`config.mk`:
```
export PLATFORM = sky130hd
export DESIGN_NAME = seq_divider
export DESIGN_NICKNAME = d
export VERILOG_FILES = /design/src/rtl/seq_divider.sv
export SDC_FILE = /design/constraint.sdc
export NUM_CORES = 1
export LEC_CHECK = 0
export BUFFER_PORTS_ARGS = -buffer_cell sky130_fd_sc_hd__buf_2
export CAP_MARGIN = 10
export CORE_MARGIN = 2
export CORE_UTILIZATION = 47
export CTS_CLUSTER_DIAMETER = 200
export DETAILED_ROUTE_END_ITERATION = 8
export PLACE_DENSITY = 0.65
export SETUP_SLACK_MARGIN = 0.1
export SYNTH_ARGS = -nofsm -noshare
export SYNTH_HDL_FRONTEND = slang
export SYNTH_SLANG_ARGS = --single-unit
```
`constraint.sdc`:
```
create_clock -name CLK -period 9.6 [get_ports CLK]
set_input_delay 1.92 -clock CLK [delete_from_list [all_inputs] [get_ports CLK]]
set_output_delay 1.92 -clock CLK [all_outputs]
set_load 0.05 [all_outputs]
```
`src/rtl/seq_divider.sv`:
```
// Radix-2 restoring divider for DIV/DIVU; quotient to LO, remainder to HI.
// Latency: valid is high in the FIX cycle, WIDTH+2 cycles after start (2 cycles for a zero divisor).
// No backpressure: start is ignored while busy, and the results are held until the next FIX.
module seq_divider #(
    parameter int WIDTH = 32
) (
    input  logic             CLK,
    input  logic             RST,
    input  logic             start,
    input  logic             is_signed,
    input  logic [WIDTH-1:0] dividend,
    input  logic [WIDTH-1:0] divisor,
    output logic [WIDTH-1:0] quotient,
    output logic [WIDTH-1:0] remainder,
    output logic             div_by_zero,
    output logic             busy,
    output logic             valid
);

    localparam int CW = $clog2(WIDTH);

    typedef enum logic [1:0] {
        IDLE = 2'd0,
        INIT = 2'd1,
        ITER = 2'd2,
        FIX  = 2'd3
    } state_t;

    state_t state, state_nxt;

    logic [WIDTH-1:0] op_a;
    logic [WIDTH-1:0] op_b;
    logic             op_sgn;
    logic             neg_q;
    logic             neg_r;
    logic [WIDTH-1:0] rem_r;
    logic [WIDTH-1:0] quo_r;
    logic [WIDTH-1:0] dvs_r;
    logic [CW-1:0]    cnt;

    logic             a_neg;
    logic             b_neg;
    logic [WIDTH-1:0] a_abs;
    logic [WIDTH-1:0] b_abs;
    logic [WIDTH:0]   rem_sh;
    logic [WIDTH+1:0] diff;
    logic             ge;
    logic [WIDTH-1:0] r_step;
    logic [WIDTH-1:0] q_step;
    logic [WIDTH-1:0] q_fin;
    logic [WIDTH-1:0] r_fin;
    logic             last_iter;

    always_comb begin
        a_neg     = op_sgn & op_a[WIDTH-1];
        b_neg     = op_sgn & op_b[WIDTH-1];
        a_abs     = a_neg ? -op_a : op_a;
        b_abs     = b_neg ? -op_b : op_b;
        // The shifted remainder can reach WIDTH+1 bits when the divisor uses the MSB.
        rem_sh    = {rem_r, quo_r[WIDTH-1]};
        diff      = {1'b0, rem_sh} - {2'b00, dvs_r};
        ge        = ~diff[WIDTH+1];
        r_step    = ge ? diff[WIDTH-1:0] : rem_sh[WIDTH-1:0];
        q_step    = {quo_r[WIDTH-2:0], ge};
        q_fin     = neg_q ? -q_step : q_step;
        r_fin     = neg_r ? -r_step : r_step;
        last_iter = (cnt == CW'(WIDTH - 1));
    end

    always_ff @(posedge CLK or negedge RST) begin
        if (!RST) begin
            state <= IDLE;
        end else begin
            state <= state_nxt;
        end
    end

    always_comb begin
        state_nxt = state;
        case (state)
            IDLE: if (start) state_nxt = INIT;
            INIT: state_nxt = (op_b == '0) ? FIX : ITER;
            ITER: if (last_iter) state_nxt = FIX;
            FIX:  state_nxt = IDLE;
            default: state_nxt = IDLE;
        endcase
    end

    // Results are written on the edge that enters FIX, so valid and the data coincide.
    always_ff @(posedge CLK or negedge RST) begin
        if (!RST) begin
            op_a        <= '0;
            op_b        <= '0;
            op_sgn      <= 1'b0;
            neg_q       <= 1'b0;
            neg_r       <= 1'b0;
            rem_r       <= '0;
            quo_r       <= '0;
            dvs_r       <= '0;
            cnt         <= '0;
            quotient    <= '0;
            remainder   <= '0;
            div_by_zero <= 1'b0;
        end else begin
            case (state)
                IDLE: begin
                    if (start) begin
                        op_a   <= dividend;
                        op_b   <= divisor;
                        op_sgn <= is_signed;
                    end
                end
                INIT: begin
                    neg_q <= a_neg ^ b_neg;
                    neg_r <= a_neg;
                    quo_r <= a_abs;
                    dvs_r <= b_abs;
                    rem_r <= '0;
                    cnt   <= '0;
                    if (op_b == '0) begin
                        quotient    <= '1;
                        remainder   <= op_a;
                        div_by_zero <= 1'b1;
                    end
                end
                ITER: begin
                    rem_r <= r_step;
                    quo_r <= q_step;
                    cnt   <= cnt + CW'(1);
                    if (last_iter) begin
                        quotient    <= q_fin;
                        remainder   <= r_fin;
                        div_by_zero <= 1'b0;
                    end
                end
                default: ;
            endcase
        end
    end

    assign busy  = (state != IDLE);
    assign valid = (state == FIX);

endmodule

```
# Word level (Yosys, flattened, before mapping)
# Index checks and enable logic that the tools add are counted.
# totals
word_cells,58
mem_count,0
in_bits,68
romBits,0
regBits,235
mem_bits_rw,0
output_inout_bits,67
latchBits,0
# op_classes
add_sub_neg,6
bitwise_logic,4
n_shift,0
n_lt_le_gt_ge,0
n_reduce_logical,7
n_mux,21
div_mod_pow,0
n_mul,0
eq_ne,7
# op_table
cell,count
$mux 32,9
$pmux 32 s2,4
$neg 32->32,4
$sub 33x32->34,1
$logic_not 32->1,1
$pmux 5 s2,1
$pmux 2 s4,1
$ne 2x2->1 const B,3
$add 5x1->5 const B,1
$eq 5x5->1 const B,1
$eq 2x2->1 const B,2
$mux 2,2
$reduce_and 2->1,2
$reduce_bool 2->1,2
$mux 1,3
$reduce_and 3->1,1
$and 1x1->1,2
$eq 2x1->1 const B,1
$logic_not 2->1,1
$pmux 1 s2,1
$not 1->1,1
$xor 1x1->1,1

# Longest topological paths before layout
# logic_depth
ltp_word,6
ltp_mapped,24
depth_no_buf,19

# Worst setup path before layout
# OpenSTA, ideal clock, no wires.
# synth_path
kind,reg2reg
from,register rem_r[21]
to,register remainder[28]
stages_incl_launch_ff,22
period_less_slack_ns,5.132
setup_ns,0.083
path_buffers,4
slack_ns,4.468
required_ns,9.517
arrival_time_ns,5.049
cell_sequence,dfrtp_1 -> ha_1 -> clkbuf_1 -> nand4_1 -> or4_4 -> nor3_2 -> o311ai_2 -> nand2_2 -> buf_2 -> buf_1 -> clkbuf_1 -> nor2_1 -> a21oi_1 -> ha_1 -> inv_1 -> or4_4 -> o31ai_4 -> o2111ai_2 -> nor4b_4 -> nand3b_1 -> mux2_4 -> o22ai_2
# synth_via
elab_chain_len,6
# synth_lines
item,line,text
"start, declared",36,logic [WIDTH-1:0] rem_r;
"start signal, assigned",127,rem_r <= r_step;
$sub 33x32->34,61,"diff = {1'b0, rem_sh} - {2'b00, dvs_r};"
$mux 32 (*),63,r_step = ge ? diff[WIDTH-1:0] : rem_sh[WIDTH-1:0];
$neg 32->32,66,r_fin = neg_r ? -r_step : r_step;
$mux 32 (*),66,
$mux 32 (*),130,if (last_iter) begin
$pmux 32 s2 (*),105,case (state)
"end signal, assigned",122,remainder <= op_a;
"end signal, assigned",132,remainder <= r_fin;
"end, declared",14,"output logic [WIDTH-1:0] remainder,"
# Mark *: on every way between the ends. The rest lies on a longest branch, timed or not. The select of a mux whose other input is x is not followed.
# A chain may end at the register's enable or synchronous reset.

# Worst setup path in the final report
# layout_path
from,register rem_r[24]
to,register remainder[27]
# The elaborated chain is that of the path after synthesis.

==> results_dict.tcl <==
set metrics [dict create \
    gp_congestion 0.878 \
    ir_drop_v 0.000156 \
    die_w_um 181 \
    timing.critical_path.from "rem_r[24]$_DFFE_PN0P_" \
    slew_headroom 0.197 \
    num_io_pins 135 \
    synthAdderAreaFrac 0.0379 \
    rsz0062_at_grt "false" \
    via_count 12300 \
    cp_max_fo 63 \
    cts_tree "done" \
    drive_gt1_frac 0.187 \
    die_h_um 181 \
    drt_pass1_iterations 5 \
    max-cap-violations 0 \
    seqCellArea_um2 5880 \
    coreArea_um2 30700 \
    gr-usage-all-layers 0.234 \
    fin_crit_sh 0.532 \
    synth_edf_count 0 \
    leakage_uw 0.00704 \
    yosys.area.top_type_share 0.399 \
    drtIter0Drc 883 \
    portBuffers 134 \
    fill_cells 2913 \
    synth_compound_area_frac 0.201 \
    cts_sinks 235 \
    clockRootBuffer "clkbuf_16" \
    async_reset_ff_frac 1.00 \
    fin_skew_ns 0.0133 \
    hpwl_mm 27.7 \
    routed_via_density 5.77 \
    rrSetupSlack_ns 4.50 \
    synthCells 1630 \
    cts_resized 0 \
    yosys_warnings 0 \
    holdBufCountCts 0 \
    antenna_found_initial 0 \
    drc 0 \
    die_area_um2 32800 \
    synth.ff_latch_count 235 \
    antenna_cells 0 \
    grt_max_degree 99 \
    ys_seq_area_frac 0.399 \
    holdCritStartpoint "remainder[2]$_DFFE_PN0P_" \
    start_kind "flip-flop" \
    cts_buffers 27 \
    wl_mm 38.5 \
    clk_latency_ns 0.56 \
    maxSlewViolCount 0 \
    fin_crit_ns 5.10 \
    grt_pass1_vias 11700 \
    fin_util 0.541 \
    r2r-start "rem_r[24]$_DFFE_PN0P_" \
    p_total_uw 5770 \
    status "complete, no violations" \
    critPathArrivalTime_ns 5.55 \
    h-tree-depth 1 \
    synth_area_per_cell_um2 9.04 \
    netlist_area_um2 14700 \
    post_cts_buffers 0 \
    synth_mux_area_frac 0.0914 \
    post_drt_wl_per_cell_um 18.1 \
    synth_cell_type_count 89 \
    initial_utilization 0.479 \
    yosys-top-cells-area "dfrtp_1, mux2_2, a21oi_1, o21ai_0, xnor2_1" \
    syn-num-nets 1742 \
    grt_pass1_wl_mm 62.8 \
    min_path_type "reg -> reg" \
    finalSetupViolations 0 \
    fp-row-count 64 \
    fin_nets 1825 \
    grt_overflow 0 \
    hold_violations 0 \
    synth-xor-area-share 0.0761 \
    ant_nets 0 \
    max_freq_ghz 0.196 \
    power_density_nw_per_um2 347 \
    synth_top_family_by_area "compound AO/OA/AOI/OAI gates" \
    clock_path_buffers 3 \
    worstMarginPinSlew_ns 1.20 \
    syn2layout_area_growth_pct 12.8 \
    synth_flop_cell "dfrtp_1" \
    crit_type "reg -> reg" \
    synthSimpleGateAreaFrac 0.145 \
    required_ns 10.04 \
    multi_input_area_um2 8160 \
    yosys.area.top_type "dfrtp_1" \
    tns_ns 0 \
    clk_pin_slew_ns 0.06 \
    end_kind "flip-flop" \
]
## state kept, by name (all words and copies together), names as in the netlist
register and cells:
remainder 32, quotient 32, quo_r 32, state 2
neg_r 1, op_b 32, dvs_r 32, rem_r 32
neg_q 1, cnt 5, op_sgn 1, div_by_zero 1
op_a 32
## layout by cell type, fill, tap and decap left out, types with 40 or more instances in the layout
cell type / netlist / final
xnor2_1: 64 / 64
nor2_1: 131 / 131
nand2_1: 144 / 143
mux2_2: 96 / 96
inv_1: 96 / 96
a21oi_1: 122 / 122
xor2_1: 64 / 64
buf_2: 10 / 133
ha_1: 43 / 40
o21ai_0: 114 / 113
dfrtp_1: 235 / 235
## critical path, cell delays in order, from the launching register on
cell,delay (ns)
dfrtp_1,0.38
ha_1,0.42
nand4_1,0.21
or4_4,0.55
nor3_2,0.20
o311ai_2,0.21
nand2_2,0.18
buf_4,0.53
inv_2,0.45
or4b_4,0.67
a221oi_4,0.40
nand3_2,0.18
o21ai_1,0.21
mux2i_1,0.10
a211o_1,0.27
## synth_stat cells, types with 10 or more instances
master and count:
buf_2 10, nor2_1 131, nor4_1 13, or3_1 24
dfrtp_1 235, nand2b_1 12, ha_1 43, a21oi_1 122
clkbuf_1 69, nand2_1 144, o31ai_1 23, mux2i_1 25
a31oi_1 31, xor2_1 64, inv_1 96, o22a_1 16
buf_1 11, o41ai_1 12, nand3_1 27, o21ai_1 33
xnor2_1 64, nor3_1 22, nand4_1 10, mux2_2 96
o21ai_0 114, o211ai_1 10, o22ai_1 33
## cell families after synthesis
| kind of cell | after synthesis |
|---|---|
| AOI/OAI and AO/OA | 469 |
| xor gates and xnor gates | 128 |
| adders and majority gates | 44 |
| buffers and inverters | 188 |
| DFF | 235 |
| muxes | 122 |
| and+or+nand+nor | 444 |
## stage by stage
stage / area, µm² / cells / hold slack, ns / worst slack, ns
2_1_floorplan: 14700 / 1630 / 0.485 / 4.47
6_report: 16600 / 2130 / 0.482 / 4.50
5_1_grt: 16600 / 2130 / 0.506 / 4.07
3_3_place_gp: 15700 / 2080 / 0.461 / 4.59
4_1_cts: 16600 / 2130 / 0.486 / 4.50
3_5_place_dp: 15700 / 2080 / 0.472 / 4.51
## layer usage
layer | vias to the layer above | global-route usage | part of all wire
li1 | 6013 | - | -
met1 | 5855 | 0.343 | 0.48
met2 | 361 | 0.369 | 0.45
met3 | 51 | 0.0282 | 0.050
met4 | 0 | 0.0550 | 0.021
met5 | - | 0 | 0
## worst paths after layout
check                                                  to  depth (start not counted)
worst max-delay path            remainder[27]$_DFFE_PN0P_                         14
worst min-delay path             remainder[2]$_DFFE_PN0P_                          2
worst max register to register  remainder[27]$_DFFE_PN0P_                         14
worst min register to register   remainder[2]$_DFFE_PN0P_                          2
max in group asynchronous           rem_r[26]$_DFFE_PN0P_                          2
min in group asynchronous       remainder[11]$_DFFE_PN0P_                          1
## power breakdown
part | internal [µW] | leakage [µW] | switching (µW) | total, µW
Combinational | 1110 | 0.00376 | 1720 | 2840
Clock | 669 | 0.000475 | 434 | 1100
Sequential | 1390 | 0.00280 | 430 | 1820
## area by class of cell
cell class,count,area share
Timing Repair Buffer,145,0.0459
Inverter,97,0.0219
Clock inverter,9,0.00836
Multi-Input combinational cell,1207,0.491
Clock buffer,41,0.0492
Sequential cell,235,0.354
Tap cell,396,0.0298
(Power assumes the default switching activity.)
